--- src/rtl/nibble_serial_adder.sv ---
// Sequences a W-bit add through an external 4-bit ripple adder, one nibble per clock.
// Define SUB_EN to add the sub port and the a - b path.
module nibble_serial_adder #(
    parameter  int NIBBLES = 4,
    localparam int W       = 4 * NIBBLES
) (
    input  logic         clk,
    input  logic         rst_n,
    input  logic         start,
    input  logic [W-1:0] a,
    input  logic [W-1:0] b,
    input  logic         cin,
`ifdef SUB_EN
    input  logic         sub,
`endif
    output logic         busy,
    output logic         done,
    output logic [W-1:0] sum,
    output logic         cout,
    output logic [3:0]   na,
    output logic [3:0]   nb,
    output logic         ncin,
    input  logic [3:0]   nsum,
    input  logic         ncout
);

    localparam int KW = (NIBBLES > 1) ? $clog2(NIBBLES) : 1;

    typedef enum logic [1:0] {
        IDLE,
        RUN,
        DONE
    } state_e;

    state_e        state_q, state_d;
    logic [KW-1:0] k_q, k_d;
    logic [W-1:0]  a_q, a_d;
    logic [W-1:0]  b_q, b_d;
    logic [W-1:0]  sum_q, sum_d;
    logic          carry_q, carry_d;
    logic          cout_q, cout_d;
    logic          accept;
    logic          last;
    logic [3:0]    a_nib;
    logic [3:0]    b_nib;
    logic [3:0]    b_inv;
    logic          carry_init;

`ifdef SUB_EN
    logic sub_q, sub_d;
    // Subtraction is a + ~b + 1, so the initial carry replaces cin.
    assign b_inv      = {4{sub_q}};
    assign carry_init = sub ? 1'b1 : cin;
`else
    assign b_inv      = 4'b0000;
    assign carry_init = cin;
`endif

    assign accept = start && (state_q != RUN);
    assign last   = (k_q == KW'(NIBBLES - 1));

    always_comb begin
        a_nib = 4'b0000;
        b_nib = 4'b0000;
        for (int i = 0; i < NIBBLES; i++) begin
            if (k_q == KW'(i)) begin
                a_nib = a_q[4*i +: 4];
                b_nib = b_q[4*i +: 4];
            end
        end
    end

    always_comb begin
        state_d = state_q;
        k_d     = k_q;
        a_d     = a_q;
        b_d     = b_q;
        sum_d   = sum_q;
        carry_d = carry_q;
        cout_d  = cout_q;
`ifdef SUB_EN
        sub_d   = sub_q;
`endif
        unique case (state_q)
            IDLE: begin
                if (accept) state_d = RUN;
            end
            RUN: begin
                for (int i = 0; i < NIBBLES; i++) begin
                    if (k_q == KW'(i)) sum_d[4*i +: 4] = nsum;
                end
                carry_d = ncout;
                k_d     = k_q + KW'(1);
                if (last) begin
                    cout_d  = ncout;
                    k_d     = '0;
                    state_d = DONE;
                end
            end
            DONE: begin
                state_d = accept ? RUN : IDLE;
            end
            default: state_d = IDLE;
        endcase
        if (accept) begin
            a_d     = a;
            b_d     = b;
            k_d     = '0;
            carry_d = carry_init;
            sum_d   = '0;
            cout_d  = 1'b0;
`ifdef SUB_EN
            sub_d   = sub;
`endif
        end
    end

    always_ff @(posedge clk) begin
        if (!rst_n) begin
            state_q <= IDLE;
            k_q     <= '0;
            a_q     <= '0;
            b_q     <= '0;
            sum_q   <= '0;
            carry_q <= 1'b0;
            cout_q  <= 1'b0;
`ifdef SUB_EN
            sub_q   <= 1'b0;
`endif
        end else begin
            state_q <= state_d;
            k_q     <= k_d;
            a_q     <= a_d;
            b_q     <= b_d;
            sum_q   <= sum_d;
            carry_q <= carry_d;
            cout_q  <= cout_d;
`ifdef SUB_EN
            sub_q   <= sub_d;
`endif
        end
    end

    assign busy = (state_q == RUN);
    assign done = (state_q == DONE);
    assign sum  = sum_q;
    assign cout = cout_q;
    assign na   = busy ? a_nib : 4'b0000;
    assign nb   = busy ? (b_nib ^ b_inv) : 4'b0000;
    assign ncin = busy & carry_q;

endmodule
--- config.mk ---
export PLATFORM = sky130hd
export DESIGN_NAME = nibble_serial_adder
export DESIGN_NICKNAME = d
export VERILOG_FILES = /design/src/rtl/nibble_serial_adder.sv
export SDC_FILE = /design/constraint.sdc
export NUM_CORES = 1
export LEC_CHECK = 0
export BUFFER_PORTS_ARGS = -buffer_cell sky130_fd_sc_hd__buf_2
export CORE_ASPECT_RATIO = 1.5
export CORE_UTILIZATION = 31
export CTS_CLUSTER_DIAMETER = 30
export DETAILED_ROUTE_END_ITERATION = 8
export GPL_ROUTABILITY_DRIVEN = 0
export GPL_TIMING_DRIVEN = 0
export HOLD_SLACK_MARGIN = 0.03
export MAX_ROUTING_LAYER = met4
export PLACE_DENSITY = 0.63
export RECOVER_POWER = 100
export SLEW_MARGIN = 25
export SYNTH_ARGS = -nofsm -noshare
export SYNTH_HDL_FRONTEND = slang
export SYNTH_SLANG_ARGS = --single-unit
export TNS_END_PERCENT = 10
--- constraint.sdc ---
create_clock -name clk -period 1.8 [get_ports clk]
set_input_delay 0.36 -clock clk [delete_from_list [all_inputs] [get_ports clk]]
set_output_delay 0.36 -clock clk [all_outputs]
set_load 0.05 [all_outputs]
==> impl_metrics.yaml, run 1 <==
sta:
  fin_ws_ns: -0.361
  fin_skew_ns: 0.00357
  period_minus_slack_ns: 2.16
  hold_viol_final: 0
  hold_slack_ns: 0.319
  fmax_ghz: 0.463
  max-slew-margin-rel_pct: 60.6
  fin_crit_sh_pct: 120
  maxSlewViolCount: 0
  tns_ns: -2.88
  worstMarginPinSlew_ns: 0.593
  setup_viol: 10
  rsz0062_at_grt: "true"
yosys:
  async_flop_share_pct: 0
  seq_area_frac_synth_pct: 44.8
  postSynthAreaPerCell_sq_um: 8.29
  synthSimpleGateAreaFrac_pct: 20.3
  netlist_area_sq_mm: 0.00241
  syn_nets: 336
  synth.distinct_cells: 29
  synth.ff_latch_count: 54
  yosys.area_share.adder_pct: 2.07
  yosys_warnings: 0
  synthMuxAreaShare_pct: 0.415
  synth_compound_area_share_pct: 25.5
  synth_top_family_by_area: "compound AO/OA/AOI/OAI gates"
  synthXorXnorAreaFrac_pct: 0
  synth_edf_count: 0
  syn_inst: 291
  synth_ff_type: "dfxtp_1"
worst_setup_path:
  worstPathRequired_ns: 1.44
  r2r_start: "state_q[1]"
  reg2reg_depth: 5
  slowest_delay_ns: 0.39
  crit_arrival_ns: 1.80
  reg2reg_to: "b_q[5]"
  critPathCaptureType: "primary output"
  crit_path_end: "na[1]"
  crit_buf_inv: 3
  crit_type: "flop to primary output"
  crit_path_max_fanout: 8
  crit_cells: 7
  worstPathCellList: "inv_4 > ha_4 > nor2b_4 > buf_12 > a221oi_4 > o41ai_4 > buf_6"
  cp-startpoint: "k_q[1]"
  crit_slowest_cell: "dfxtp_4"
  critPathLaunchType: "flop"
  crit_family: "buffers and inverters"
  r2r_slack_ns: 0.27
drt:
  drtAntennaViolNets: 0
  highest-signal-layer: "met4"
  wirelength_um: 7160
  wl_met1_um: 2990
  first_pass_iters: 4
  routedWlPerCell_um: 15.3
  wl_met3_um: 315
  route.met2.wl_um: 3780
  vias: 2376
  vias_per_cell: 5.09
  drc: 0
  drtIter0Drc: 84
floorplan:
  rows: 39
  die_h_um: 110
  initial_core_util_pct: 31.9
  die_w_um: 74.0
  coreArea_sq_mm: 0.00756
  ios: 69
  dieArea_sq_mm: 0.00815
global_routing:
  grt_max_degree: 15
  grt_pass1_wl_um: 11400
  grt_antenna_before_repair: 0
  grt_usage_pct: 18.9
  first_global_vias: 2252
  grt_overflow: 0
final_layout:
  final_common_cell: "nand3_1"
  n_antenna_cell: 0
  stdcell_count: 467
  fillers: 767
  area.growth.synth_to_final_pct: 42.7
  nNetsFinal: 410
  drive_gt1_share_pct: 29.6
  mostFrequentLayoutCells: "nand3_1, a21oi_1, dfxtp_1"
  multi_input_area_sq_mm: 0.00150
  regArea_sq_mm: 0.00109
place:
  io_buffers: 67
  hpwl_um: 5400
  dp.cells: 460
cts:
  clock-sinks: 54
  cts-root-buf: "clkbuf_16"
  cts_tree: "yes"
  ctsHoldBuffers: 0
  clock_path_buffers: 2
  cts_resized: 28
  clk_latency_ns: 0.29
  cts_buffers: 5
  cts_max_level: 2
  cts_setup_buffers: 0
  clk_pin_slew_ns: 0.07
pwr:
  power-per-cell-area_mw_per_mm2: 778
  power_mw: 2.68
  leakagePower_nw: 1.22
  ir_worst_vdd_v: 0.000401
worst_hold_path:
  hold_depth: 3
  hold_class: "primary input to flop"
run:
  max_cap_viol_count: 0
status:
  status: "finished with violations"
  violations: "negative setup slack"
[tightest hold or removal path, stage by stage]
cell	delay (ns)
buf_2	0.10
nand3_1	0.05
a21oi_1	0.05
[power by group]
part | leakage (nW) | switching [mW] | total [mW] | internal [mW]
combinational | 0.717 | 0.290 | 0.474 | 0.184
sequential | 0.443 | 0.0455 | 1.29 | 1.25
clock | 0.0640 | 0.403 | 0.913 | 0.510
total | 1.22 | 0.739 | 2.68 | 1.94
[metrics by stage]
step / utilization (%) / cell area (sq um) / setup slack, ns
after floorplan: - / 2780 / -0.113
after global placement: 42.9 / 3240 / -0.358
after detailed placement: 42.9 / 3240 / -0.358
after CTS: 45.9 / 3470 / -0.353
after global routing: 45.5 / 3440 / -0.407
final: 45.5 / 3440 / -0.361
[cell type report]
type / count / share of cell area (%)
Buffer: 28 / 5.70
Clock buffer: 7 / 3.85
Inverter: 5 / 0.690
Multi-Input combinational cell: 204 / 43.6
Sequential cell: 54 / 31.6
Tap cell: 102 / 3.71
Timing Repair Buffer: 67 / 10.8
[worst min path at each step]
stage | startpoint | end
2_1_floorplan | a_q[12] | a_q[12]
3_3_place_gp | sum[5] | sum[5]
3_5_place_dp | sum[0] | sum[0]
4_1_cts | b[4] | b_q[4]
5_1_grt | a[14] | a_q[14]
6_report | b[10] | b_q[10]
[sequential cells by signal (all words and copies together) (netlist names)]
register and cells:
a_q 16, b_q 16, sum 16, k_q 2, state_q 2, carry_q 1
cout 1
[kinds of logic (layout without fill, tap and decap cells)]
family | count (synthesis) | in the layout
compound gates | 102 | 102
mux | 1 | 1
flops | 54 | 54
simple gates | 97 | 97
buf+inv | 33 | 107
fa+ha+maj | 4 | 4
[synth_stat cells (5+ instances only)]
cell type	count	area [sq um]
nand2_1	20	75.1
nor2b_1	9	56.3
o21ai_0	32	160
dfxtp_1	54	1080
clkbuf_1	5	18.8
a221oi_1	8	70.1
buf_2	13	65.1
nand3_1	57	285
a21oi_1	51	255
[per-layer routing]
| metal | track usage [%] | vias to the layer above |
|---|---|---|
| li1 | - | 1192 |
| met3 | 2.55 | 5 |
| met1 | 23.1 | 1110 |
| met5 | - | - |
| met4 | 4.95 | 0 |
| met2 | 32.3 | 69 |
No activity file was read; power rests on OpenSTA's default activity.
==> run 2: changes to the inputs <==
RECOVER_POWER = unset   (was 100)
==> run 2 against run 1 <==
Net effect: the run still ends with negative setup slack left; total power rose by 0.53%; clock skew rose by 0.0022 ns; sequential share of layout area fell by 0.34 points; maximum frequency fell by 0.39%; largest power group unchanged; global-route usage did not move; final area rose by 1.1%; non-clock buffer count did not move; combinational power rose by 1%.
==> impl_metrics.yaml, run 2 (synthesis gave the netlist of run 1 again) <==
status:
  violations: "negative setup slack"
  status: "finished with violations"
sta:
  max-slew-margin-rel_pct: 68.9
  setup_viol: 8
  period_minus_slack_ns: 2.17
  worstMarginPinSlew_ns: 0.467
  rsz0062_at_grt: "true"
  maxSlewViolCount: 0
  hold_viol_final: 0
  fmax_ghz: 0.461
  fin_ws_ns: -0.369
  fin_crit_sh_pct: 121
  fin_skew_ns: 0.00578
floorplan:
  rows: 39
  die_h_um: 110
  ios: 69
  dieArea_sq_mm: 0.00815
  die_w_um: 74.0
  initial_core_util_pct: 31.9
  coreArea_sq_mm: 0.00756
drt:
  drtAntennaViolNets: 0
  wirelength_um: 7160
  drc: 0
  vias: 2362
  first_pass_iters: 4
  routedWlPerCell_um: 15.3
  drtIter0Drc: 98
  vias_per_cell: 5.06
global_routing:
  grt_pass1_wl_um: 11400
  busiest_layer: "met2"
  grt_overflow: 0
  grt_antenna_before_repair: 0
  grt_max_degree: 15
  first_global_vias: 2252
  gr-usage-met2_pct: 32.3
  grt_use_met1_pct: 23.1
  grt_usage_pct: 18.9
  use_met3_pct: 2.55
pwr:
  p_seq_share_pct: 48.0
  leakagePower_nw: 1.32
  switching_share_pct: 27.7
  p_sw_mw: 0.747
  combPwrFrac_pct: 17.9
  clkPwrFrac_pct: 34.1
  ir_worst_vdd_v: 0.000407
  intPower_mw: 1.95
  power-per-cell-area_mw_per_mm2: 774
final_layout:
  multi_input_area_sq_mm: 0.00151
  area.growth.synth_to_final_pct: 44.3
  drive_gt1_share_pct: 35.9
  final_common_cell: "buf_2"
  nNetsFinal: 410
  fin_util_pct: 46.0
  n_antenna_cell: 0
  mostFrequentLayoutCells: "buf_2, nand3_1, a21oi_1, dfxtp_1, o21ai_0"
  regArea_sq_mm: 0.00109
  fillers: 749
  design_area_sq_mm: 0.00348
cts:
  clk_latency_ns: 0.29
  cts_max_level: 2
  cts-root-buf: "clkbuf_16"
  cts_tree: "yes"
  clock-sinks: 54
  clk_pin_slew_ns: 0.07
  cts_setup_buffers: 0
  clock_path_buffers: 2
  ctsHoldBuffers: 0
  cts_buffers: 5
worst_setup_path:
  slowest_delay_ns: 0.39
  critPathLaunchType: "flop"
  crit_path_max_fanout: 8
  crit_slowest_cell: "dfxtp_4"
  worstPathCellList: "inv_4 > ha_4 > nor2b_4 > buf_12 > a221oi_2 > o41ai_4 > buf_6"
  crit_type: "flop to primary output"
  r2r_slack_ns: 0.43
  worstPathRequired_ns: 1.44
  crit_arrival_ns: 1.81
  critPathCaptureType: "primary output"
place:
  hpwl_um: 5400
  post_dp_cell_area_sq_mm: 0.00324
  io_buffers: 67
worst_hold_path:
  hold_class: "primary input to flop"
run:
  max_cap_viol_count: 0
[run 2: layer usage]
layer | part of all wire [%] | up-vias
met4 | 1.0 | 0
met1 | 42 | 1109
met5 | 0 | -
met2 | 53 | 54
met3 | 3.6 | 4
li1 | - | 1195
[run 2: final timing paths]
kind,startpoint,to,depth (start not counted)
worst max-delay path,k_q[1],na[3],7
worst min-delay path,a[12],a_q[12],3
worst max register to register,k_q[0],state_q[0],4
worst min register to register,sum[0],sum[0],2
[run 2: power by group through the flow]
stage                     Sequential [mW]  Combinational [mW]  Clock [mW]
after floorplan                      1.32               0.309           0
after global placement               1.32               0.452           0
after detailed placement             1.32               0.457           0
after CTS                            1.29               0.482       0.929
after global routing                 1.30               0.525       0.977
final                                1.29               0.481       0.920
[run 2: repair_timing]
action,CTS,global route
setup endpoints to repair,10,9
resized for setup,28,1
endpoints found under the hold margin,0,0
[run 2: critical path: cells and delay by family (launching register included)]
kind,cells,cell delay (ns)
buffers and inverters,3,0.43
flip-flops,1,0.39
AO/OA/AOI/OAI,2,0.35
adder cells (fa/ha/maj),1,0.20
AND/OR/NAND/NOR,1,0.14
[run 2: layout make-up]
| class | count | area share (%) |
|---|---|---|
| multi-input combinational | 204 | 43.4 |
| sequential | 54 | 31.3 |
| timing repair buffer | 67 | 11.3 |
| buffer | 28 | 5.82 |
| clock buffer | 7 | 3.81 |
| tap | 102 | 3.67 |
| inverter | 5 | 0.755 |
[run 2: per-stage QoR]
stage               setup slack, ns  setup TNS [ns]  std cells  power [mW]  hold WS, ns
CTS                          -0.353           -2.67        467        2.70        0.317
floorplan                    -0.113          -0.889        291        1.63        0.454
finish                       -0.369           -2.74        467        2.69        0.315
global placement             -0.358           -2.60        460        1.77        0.443
detailed placement           -0.358           -2.60        460        1.77        0.444
global route                 -0.407           -3.21        467        2.80        0.327
